[config.mk]
export PLATFORM = sky130hd
export DESIGN_NAME = magma_engine
export DESIGN_NICKNAME = d
export VERILOG_FILES = /design/src/rtl/magma_engine.sv
export SDC_FILE = /design/constraint.sdc
export NUM_CORES = 1
export LEC_CHECK = 0
export BUFFER_PORTS_ARGS = -buffer_cell sky130_fd_sc_hd__buf_2
export CAP_MARGIN = 30
export CORE_AREA = 2 2 233 235
export DETAILED_ROUTE_END_ITERATION = 6
export DIE_AREA = 0 0 235 237
export GPL_ROUTABILITY_DRIVEN = 0
export GPL_TIMING_DRIVEN = 0
export HOLD_SLACK_MARGIN = 0.06
export SLEW_MARGIN = 15
export SYNTH_ARGS = -nofsm -noshare
export SYNTH_HDL_FRONTEND = slang
export SYNTH_SLANG_ARGS = --single-unit
export TNS_END_PERCENT = 10
[constraint.sdc]
create_clock -name clk -period 6.4 [get_ports clk]
set_input_delay 0.64 -clock clk [delete_from_list [all_inputs] [get_ports clk]]
set_output_delay 0.64 -clock clk [all_outputs]
set_load 0.02 [all_outputs]
[src/rtl/magma_engine.sv]
// GOST R 34.12-2015 "Magma" 64-bit ECB engine with one block in flight.
// Runs ROUNDS_PER_CYCLE unrolled Feistel rounds per clock, uses a latched key and valid/ready handshakes.
module magma_engine #(
    parameter int ROUNDS_PER_CYCLE = 1,
    parameter int CNT_W            = 6
) (
    input  logic         clk,
    input  logic         reset_,
    input  logic         key_load,
    input  logic [255:0] key_in,
    input  logic         in_valid,
    output logic         in_ready,
    input  logic [63:0]  in_data,
    input  logic         in_decrypt,
    output logic         out_valid,
    input  logic         out_ready,
    output logic [63:0]  out_data,
    output logic         busy
);

    typedef enum logic [1:0] {S_IDLE, S_RUN, S_DONE} state_t;

    // Packed pi0..pi7; entry v of a table sits in nibble (15 - v)
    localparam logic [7:0][63:0] PI = {
        64'h17ed05834fa69cb2, 64'h8e25691cf4b0da37,
        64'h5df692cab78143e0, 64'h7f5a816d093eb42c,
        64'hc821d4f670a53e9b, 64'hb3582fade174c960,
        64'h68239a5c1e47bd0f, 64'hc462a5b9e8d703f1
    };

    localparam logic [CNT_W-1:0] STEP = CNT_W'(ROUNDS_PER_CYCLE);
    localparam logic [CNT_W-1:0] LAST = CNT_W'(32 - ROUNDS_PER_CYCLE);

    function automatic logic [31:0] f_g(input logic [31:0] x);
        logic [31:0] s;
        s = '0;
        for (int n = 0; n < 8; n++) begin
            s[4*n +: 4] = PI[n][4*(15 - int'(x[4*n +: 4])) +: 4];
        end
        return {s[20:0], s[31:21]};
    endfunction

    state_t             r_state;
    state_t             w_state_next;
    logic               r_started;
    logic [255:0]       r_key;
    logic [31:0]        r_a1;
    logic [31:0]        r_a0;
    logic               r_dec;
    logic [CNT_W-1:0]   r_cnt;
    logic               r_out_valid;
    logic [63:0]        r_out_data;
    logic               w_accept;
    logic [31:0]        w_keys [8];
    logic [31:0]        w_a1 [ROUNDS_PER_CYCLE+1];
    logic [31:0]        w_a0 [ROUNDS_PER_CYCLE+1];

    genvar gi;
    generate
        for (gi = 0; gi < 8; gi++) begin : g_key
            assign w_keys[gi] = r_key[255 - 32*gi -: 32];
        end
    endgenerate

    assign w_a1[0] = r_a1;
    assign w_a0[0] = r_a0;

    generate
        for (gi = 0; gi < ROUNDS_PER_CYCLE; gi++) begin : g_round
            logic [CNT_W-1:0] w_rnd;
            logic             w_fwd;
            logic [2:0]       w_kidx;
            logic [31:0]      w_g;
            logic             w_last;
            assign w_rnd  = r_cnt + CNT_W'(gi);
            // Forward K1..K8 span: first 24 rounds encrypting, first 8 decrypting
            assign w_fwd  = r_dec ? (w_rnd < CNT_W'(8)) : (w_rnd < CNT_W'(24));
            assign w_kidx = w_fwd ? w_rnd[2:0] : ~w_rnd[2:0];
            assign w_g    = f_g(w_a0[gi] + w_keys[w_kidx]);
            assign w_last = (w_rnd == CNT_W'(31));
            assign w_a1[gi+1] = w_last ? (w_a1[gi] ^ w_g) : w_a0[gi];
            assign w_a0[gi+1] = w_last ? w_a0[gi] : (w_a1[gi] ^ w_g);
        end
    endgenerate

    assign w_accept = in_valid && r_started && (r_state == S_IDLE);

    always_comb begin
        w_state_next = r_state;
        in_ready     = 1'b0;
        busy         = 1'b0;
        case (r_state)
            S_IDLE: begin
                in_ready = r_started;
                if (w_accept) w_state_next = S_RUN;
            end
            S_RUN: begin
                busy = 1'b1;
                if (r_cnt == LAST) w_state_next = S_DONE;
            end
            S_DONE: begin
                busy = 1'b1;
                if (out_ready) w_state_next = S_IDLE;
            end
            default: w_state_next = S_IDLE;
        endcase
    end

    always_ff @(posedge clk or negedge reset_) begin
        if (!reset_) r_state <= S_IDLE;
        else         r_state <= w_state_next;
    end

    always_ff @(posedge clk or negedge reset_) begin
        if (!reset_) begin
            r_started   <= 1'b0;
            r_key       <= '0;
            r_a1        <= '0;
            r_a0        <= '0;
            r_dec       <= 1'b0;
            r_cnt       <= '0;
            r_out_valid <= 1'b0;
            r_out_data  <= '0;
        end else begin
            r_started <= 1'b1;
            case (r_state)
                S_IDLE: begin
                    if (key_load) r_key <= key_in;
                    if (w_accept) begin
                        r_a1  <= in_data[63:32];
                        r_a0  <= in_data[31:0];
                        r_dec <= in_decrypt;
                        r_cnt <= '0;
                    end
                end
                S_RUN: begin
                    r_a1  <= w_a1[ROUNDS_PER_CYCLE];
                    r_a0  <= w_a0[ROUNDS_PER_CYCLE];
                    r_cnt <= r_cnt + STEP;
                    if (r_cnt == LAST) begin
                        r_out_valid <= 1'b1;
                        r_out_data  <= {w_a1[ROUNDS_PER_CYCLE], w_a0[ROUNDS_PER_CYCLE]};
                    end
                end
                S_DONE: begin
                    if (out_ready) r_out_valid <= 1'b0;
                end
                default: ;
            endcase
        end
    end

    assign out_valid = r_out_valid;
    assign out_data  = r_out_data;

endmodule
# == Word-level counts from Yosys, hierarchy flattened ==
# Cells that the tools add are included.
# classes
order_cmp,3
n_shift,8
n_reduce_logical,12
mux,22
add_sub_neg,10
eq_ne,6
bitwise_logic,3
# ops
cell,n
"indexed part select 64 x 7 -> 4 bit, first input constant",8
two-way mux 32 bit,6
case mux 32 bit (2 select lines),2
binary-select mux 32 bit (select 3 bit),1
"subtractor 4 x 4 -> 5 bit, first input constant",8
adder 32 bit,1
bitwise XOR 32 bit,1
case mux 6 bit (2 select lines),1
AND reduction 2 bit,4
"adder 6 x 1 -> 6 bit, second input constant",1
"equality test 6 x 5 -> 1 bit, second input constant",1
"less-than comparator 6 x 4 -> 1 bit, second input constant",1
"less-than comparator 6 x 5 -> 1 bit, second input constant",1
two-way mux 2 bit,3
two-way mux 6 bit,1
"!= test 2 bit, second input constant",3
case mux 2 bit (3 select lines),1
AND reduction 3 bit,2
two-way mux 1 bit,5
"greater-or-equal comparator 4 bit, second input constant",1
inverter 3 -> 4 bit,1
nonzero test 2 bit,2
two-way mux 3 bit,1
inverter 3 bit,1
6 further kinds,7
# totals
in_bits,326
register_bits,395

# == Logic depth before layout (Yosys ltp) ==
# logic_depth
ltp_word,13
mapped_depth,22
depth_no_buf,21

# == Worst setup path before layout ==
# Ideal clock, no wire load.
# synth_timing
path_kind,register to register
from,reg r_cnt[3]
to,reg r_a1[10]
setup_slack_ps,321
required_time_ps,6279
path_stages_with_launch,23
t_arrival_ps,5958
path_cell_list,dfrtp_1 > maj3_4 > nor2_4 > xnor2_1 > clkbuf_1 > mux4_2 > mux2_2 > ha_1 > clkbuf_1 > and2_1 > and3_1 > a21oi_1 > nand3_1 > a41oi_1 > a21oi_1 > xnor2_1 > inv_1 > ha_1 > inv_1 > mux2_2 > o2bb2ai_1 > a31oi_1 > o22a_1
# synth_via
elab_chain_cells,13
elab_cells_between_ends,15
cone_classes,2 x add/sub; 2 x order compare; 1 x eq/ne; 1 x shift; 7 x mux; 2 x bitwise
# synth_rtl
item,line_no,text
start: declaration,50,logic [CNT_W-1:0] r_cnt;
start signal: assignment,139,r_cnt <= r_cnt + STEP;
less-than comparator 6 x 5 -> 1 bit / less-than comparator 6 x 4 -> 1 bit (equally long branches),77,assign w_fwd = r_dec ? (w_rnd < CNT_W'(8)) : (w_rnd < CNT_W'(24));
two-way mux 1 bit,77,
two-way mux 3 bit,78,assign w_kidx = w_fwd ? w_rnd[2:0] : ~w_rnd[2:0];
inverter 3 -> 4 bit (not written as such),79,assign w_g = f_g(w_a0[gi] + w_keys[w_kidx]);
binary-select mux 32 bit (select 3 bit),79,
two-way mux 32 bit (not written as such) (2 in a row),79,
adder 32 bit,79,
subtractor 4 x 4 -> 5 bit,38,s[4*n +: 4] = PI[n][4*(15 - int'(x[4*n +: 4])) +: 4];
indexed part select 64 x 7 -> 4 bit,38,
bitwise XOR 32 bit,81,assign w_a1[gi+1] = w_last ? (w_a1[gi] ^ w_g) : w_a0[gi];
two-way mux 32 bit *,81,
case mux 32 bit (2 select lines) *,126,case (r_state)
end signal: assignment,130,r_a1 <= in_data[63:32];
end signal: assignment,137,r_a1 <= w_a1[ROUNDS_PER_CYCLE];
end: declaration,47,logic [31:0] r_a1;
# Mark *: on every way between the ends. The rest lies on a longest branch, timed or not. The select of a mux whose other input is x is not followed.
# A chain may end at the register's enable or synchronous reset.

# == Worst setup path after layout ==
# layout_timing
from,reg r_cnt[3]
to,reg r_a0[27]
# layout_via
elab_chain_cells,13
elab_cells_between_ends,15
cone_classes,2 x add/sub; 2 x order compare; 1 x eq/ne; 1 x shift; 7 x mux; 2 x bitwise
# layout_rtl
item,line_no,text
less-than comparator 6 x 5 -> 1 bit / less-than comparator 6 x 4 -> 1 bit (equally long branches),77,
two-way mux 1 bit,77,
two-way mux 3 bit,78,
inverter 3 -> 4 bit (not written as such),79,
binary-select mux 32 bit (select 3 bit),79,
two-way mux 32 bit (not written as such) (2 in a row),79,
adder 32 bit,79,
subtractor 4 x 4 -> 5 bit,38,
indexed part select 64 x 7 -> 4 bit,38,
bitwise XOR 32 bit,82,assign w_a0[gi+1] = w_last ? w_a0[gi] : (w_a1[gi] ^ w_g);
two-way mux 32 bit *,82,
case mux 32 bit (2 select lines) *,126,
end signal: assignment,131,r_a0 <= in_data[31:0];
end signal: assignment,138,r_a0 <= w_a0[ROUNDS_PER_CYCLE];
end: declaration,48,logic [31:0] r_a0;
# Marks and branches as above.

==> flow_metrics.tcl <==
set metrics [dict create \
    run_status "completed" \
    top_level_pins 393 \
    timing.max_cap.violations 0 \
    synthesis.nets 2223 \
    rr_endpoint "r_a0[27]" \
    critical_path_end_type "flip-flop" \
    layout.cells.non_filler 3015 \
    timing.critical_path.arrival_ns 6.66 \
    post_synthesis_compound_gate_area_fraction 0.101 \
    drt_pass1_iterations 5 \
    finalCriticalPeriod_ns 6.15 \
    timing.reg2reg.worst_path_depth 22 \
    finalHoldViolCount 0 \
    cp_data_required_time_ns 6.91 \
    slew_margin_rel 0.331 \
    final_layout_size_suffix_gt1_frac 0.391 \
    synth_top_family_by_area "multiplexers" \
    clk_pin_slew_worst_paths_ns 0.06 \
    type_of_the_worst_min_delay_path "in -> async" \
    design.die.area_sq_um 55700 \
    measured_slew_at_the_worst_slew_check_pin_ns 0.995 \
    nFillCells 4832 \
    yosys.area_share.simple 0.0814 \
    gr-usage-all-layers 0.250 \
    period_share 0.961 \
    core_area_sq_um 53300 \
    rows 85 \
    synth-edff-count 0 \
    mappedNetlistArea_sq_um 21100 \
    critical_path.max_fanout 9 \
    cts_max_path_buffers 3 \
    cts_htree_levels 2 \
    relative_area_change_from_synthesis_to_final_layout_pct 22.8 \
    synth-xor-area-share 0.0287 \
    postRouteAntennaNets 0 \
    muxShareOfSynthArea 0.247 \
    critical_path_source_type "flip-flop" \
    clock_tree.root_cell "sky130_fd_sc_hd__clkbuf_16" \
    mostFrequentLayoutCell "sky130_fd_sc_hd__dfrtp_1" \
    remaining_drc_errors 0 \
    most-common-layout-cells "sky130_fd_sc_hd__dfrtp_1 (395), sky130_fd_sc_hd__buf_2 (391), sky130_fd_sc_hd__mux2_2 (291)" \
    final-setup-viol-count 0 \
    via_count 16600 \
    critPathMaxStageDelay_ns 0.54 \
    synth_warnings 0 \
    layout.nets 2673 \
    rsz0062_at_grt "true" \
    clock_insertion_delay_worst_skew_ns 0.61 \
    cells_traversed_along_the_worst_timing_path "maj3_4 > nor2_4 > xnor2_2 > buf_6 > clkbuf_4 > buf_8 > mux4_2 > mux2_2 > ha_1 > fa_1 > a21oi_2 > o211ai_1 > and3_1 > nor2b_1 > o221a_2 > xnor2_1 > inv_1 > ha_1 > mux4_2 > xor2_1 > nor2_1 > nor2_1" \
    synth_fa_ha_area_frac 0.0484 \
    syn_inst 1817 \
    worst_r2r_startpoint "r_cnt[3]" \
    die_height_microns 237 \
    syn_avg_cell_area_sq_um 11.6 \
    postRouteWirelength_microns 70300 \
    cpMaxStageDelayCell "sky130_fd_sc_hd__mux4_2" \
    timing.critical_path.max_delay_family "multiplexers" \
    holdBufCountCts 0 \
    first_pass_grt_wire_length_microns 105000 \
    ys_dominant_reg_cell "sky130_fd_sc_hd__dfrtp_1" \
    part_of_the_yosys_area_used_for_sequential_elements 0.468 \
    die_x_microns 235 \
    ys_async_sr_fraction 1.00 \
    hpwlAfterDp_microns 54800 \
    drtIter0Drc 1226 \
    start_util 0.396 \
    largest_net_degree_at_the_start_of_global_routing 105 \
    ff2ff_setup_slack_ns 0.25 \
    finalClockSkew_ns 0.0288 \
    cts_tree "built" \
    placedCellCount 2913 \
    overflow 0 \
    cts_inserted_buffers 45 \
    numPortBuffers 392 \
    worstPathBufferInverterCount 4 \
    postSynthRegisterBits 395 \
    dr_wl_cell_microns 23.3 \
    grt_antenna_before_repair 41 \
    grt_pass1_vias 16900 \
    synth_cell_types 61 \
    achievable-frequency_mhz 163 \
    vias_per_cell 5.49 \
    critPathKind "reg -> reg" \
    final-max-slew-violation-count 0 \
    cts_sinks 395 \
]
[registers in the layout, indices dropped and copies added (netlist names)]
name and count:
r_cnt 6, r_key 256, r_state 2, r_a1 32, out_data 64, r_a0 32
out_valid 1, r_started 1, r_dec 1
[Yosys cell counts (10+ instances only)]
master	number	area, sq um
sky130_fd_sc_hd__dfrtp_1	395	9880
sky130_fd_sc_hd__mux2_2	291	3280
sky130_fd_sc_hd__nand2_1	240	901
sky130_fd_sc_hd__clkbuf_1	99	372
sky130_fd_sc_hd__o21ai_0	95	475
sky130_fd_sc_hd__a21oi_1	86	430
sky130_fd_sc_hd__ha_1	79	988
sky130_fd_sc_hd__mux4_2	77	1730
sky130_fd_sc_hd__nor2_1	75	282
sky130_fd_sc_hd__inv_1	40	150
sky130_fd_sc_hd__xnor2_1	39	342
sky130_fd_sc_hd__xor2_1	24	210
sky130_fd_sc_hd__nand3_1	23	115
sky130_fd_sc_hd__mux2i_1	20	200
sky130_fd_sc_hd__or3_1	19	119
sky130_fd_sc_hd__o211ai_1	17	128
sky130_fd_sc_hd__o22ai_1	16	100
sky130_fd_sc_hd__a22oi_1	14	105
sky130_fd_sc_hd__a21o_1	13	97.6
sky130_fd_sc_hd__a31oi_1	11	68.8
sky130_fd_sc_hd__and3_1	11	68.8
sky130_fd_sc_hd__nor3_1	11	55.1
sky130_fd_sc_hd__a211oi_1	10	75.1
sky130_fd_sc_hd__o21a_1	10	75.1
[metal layers]
layer  vias up  part of all wire  routed length (microns)  GRT usage
met4        48             0.029                     2030     0.0771
li1       7512                 -                        -          -
met3       148             0.090                     6350     0.0734
met1      8209              0.41                    28500      0.321
met2       648              0.47                    33100      0.409
met5         -            0.0041                      286          0
[how the worst max path moves through the flow]
stage | start | end | slack [ns] | depth (start not counted)
2_1_floorplan | r_cnt[3] | r_a1[10] | 0.32 | 22
3_3_place_gp | reset_ | r_key[27] | -3.28 | 1
3_5_place_dp | r_cnt[3] | r_a0[10] | -1.04 | 23
4_1_cts | r_cnt[3] | r_a1[3] | 0.003 | 23
5_1_grt | r_cnt[3] | r_a0[10] | -0.02 | 23
6_report | r_cnt[3] | r_a0[27] | 0.25 | 22
[cell type report]
| cell class | count | area (sq um) | area share |
|---|---|---|---|
| multi-input cells | 1277 | 10900 | 0.419 |
| flip-flops and latches | 395 | 9880 | 0.381 |
| repair buffers | 406 | 2170 | 0.0836 |
| clock buffers | 59 | 1260 | 0.0485 |
| well taps | 696 | 871 | 0.0336 |
| plain buffers | 102 | 409 | 0.0158 |
| clock inverters | 24 | 289 | 0.0111 |
| inverters | 40 | 150 | 0.00579 |
| diodes | 16 | 40.0 | 0.00154 |
[through the flow]
| stage | hold WS [ns] | setup TNS, ns | util | area, sq um | setup WS [ns] |
|---|---|---|---|---|---|
| 2_1_floorplan | 0.344 | 0 | - | 21100 | 0.321 |
| 3_3_place_gp | 0.457 | -1331.85 | 0.449 | 23900 | -3.28 |
| 3_5_place_dp | 0.458 | -28.95 | 0.453 | 24100 | -1.04 |
| 4_1_cts | 0.103 | 0 | 0.484 | 25800 | 0.00338 |
| 5_1_grt | 0.148 | -0.0190 | 0.486 | 25900 | -0.0187 |
| 6_report | 0.0760 | 0 | 0.487 | 25900 | 0.250 |
[worst reg2reg max path: cells and delay by family (launching register included)]
kind                     cells  cell delay (ns)
flip-flops                   1             0.43
multiplexers                 3             1.39
AO/OA/AOI/OAI                3             0.61
buffers and inverters        4             0.79
AND/OR/NAND/NOR              5             0.94
XOR/XNOR                     3             0.66
adder cells (fa/ha/maj)      4             1.28
[repair_timing]
item,4_1_cts,5_1_grt
endpoints found under the setup margin,63,51
pin swaps,3,3
buffers inserted,3,3
cloned,0,0
resized for setup,25,24
[logic make-up after synthesis]
kind of cell,count (synthesis)
and+or+nand+nor,405
DFF,395
muxes,388
AOI/OAI and AO/OA,337
buffers and inverters,145
adders and majority gates,81
xor gates and xnor gates,65
other,1
Power is not shown: default switching activity piles up to over one toggle a cycle in this logic, so the estimate is an artifact.
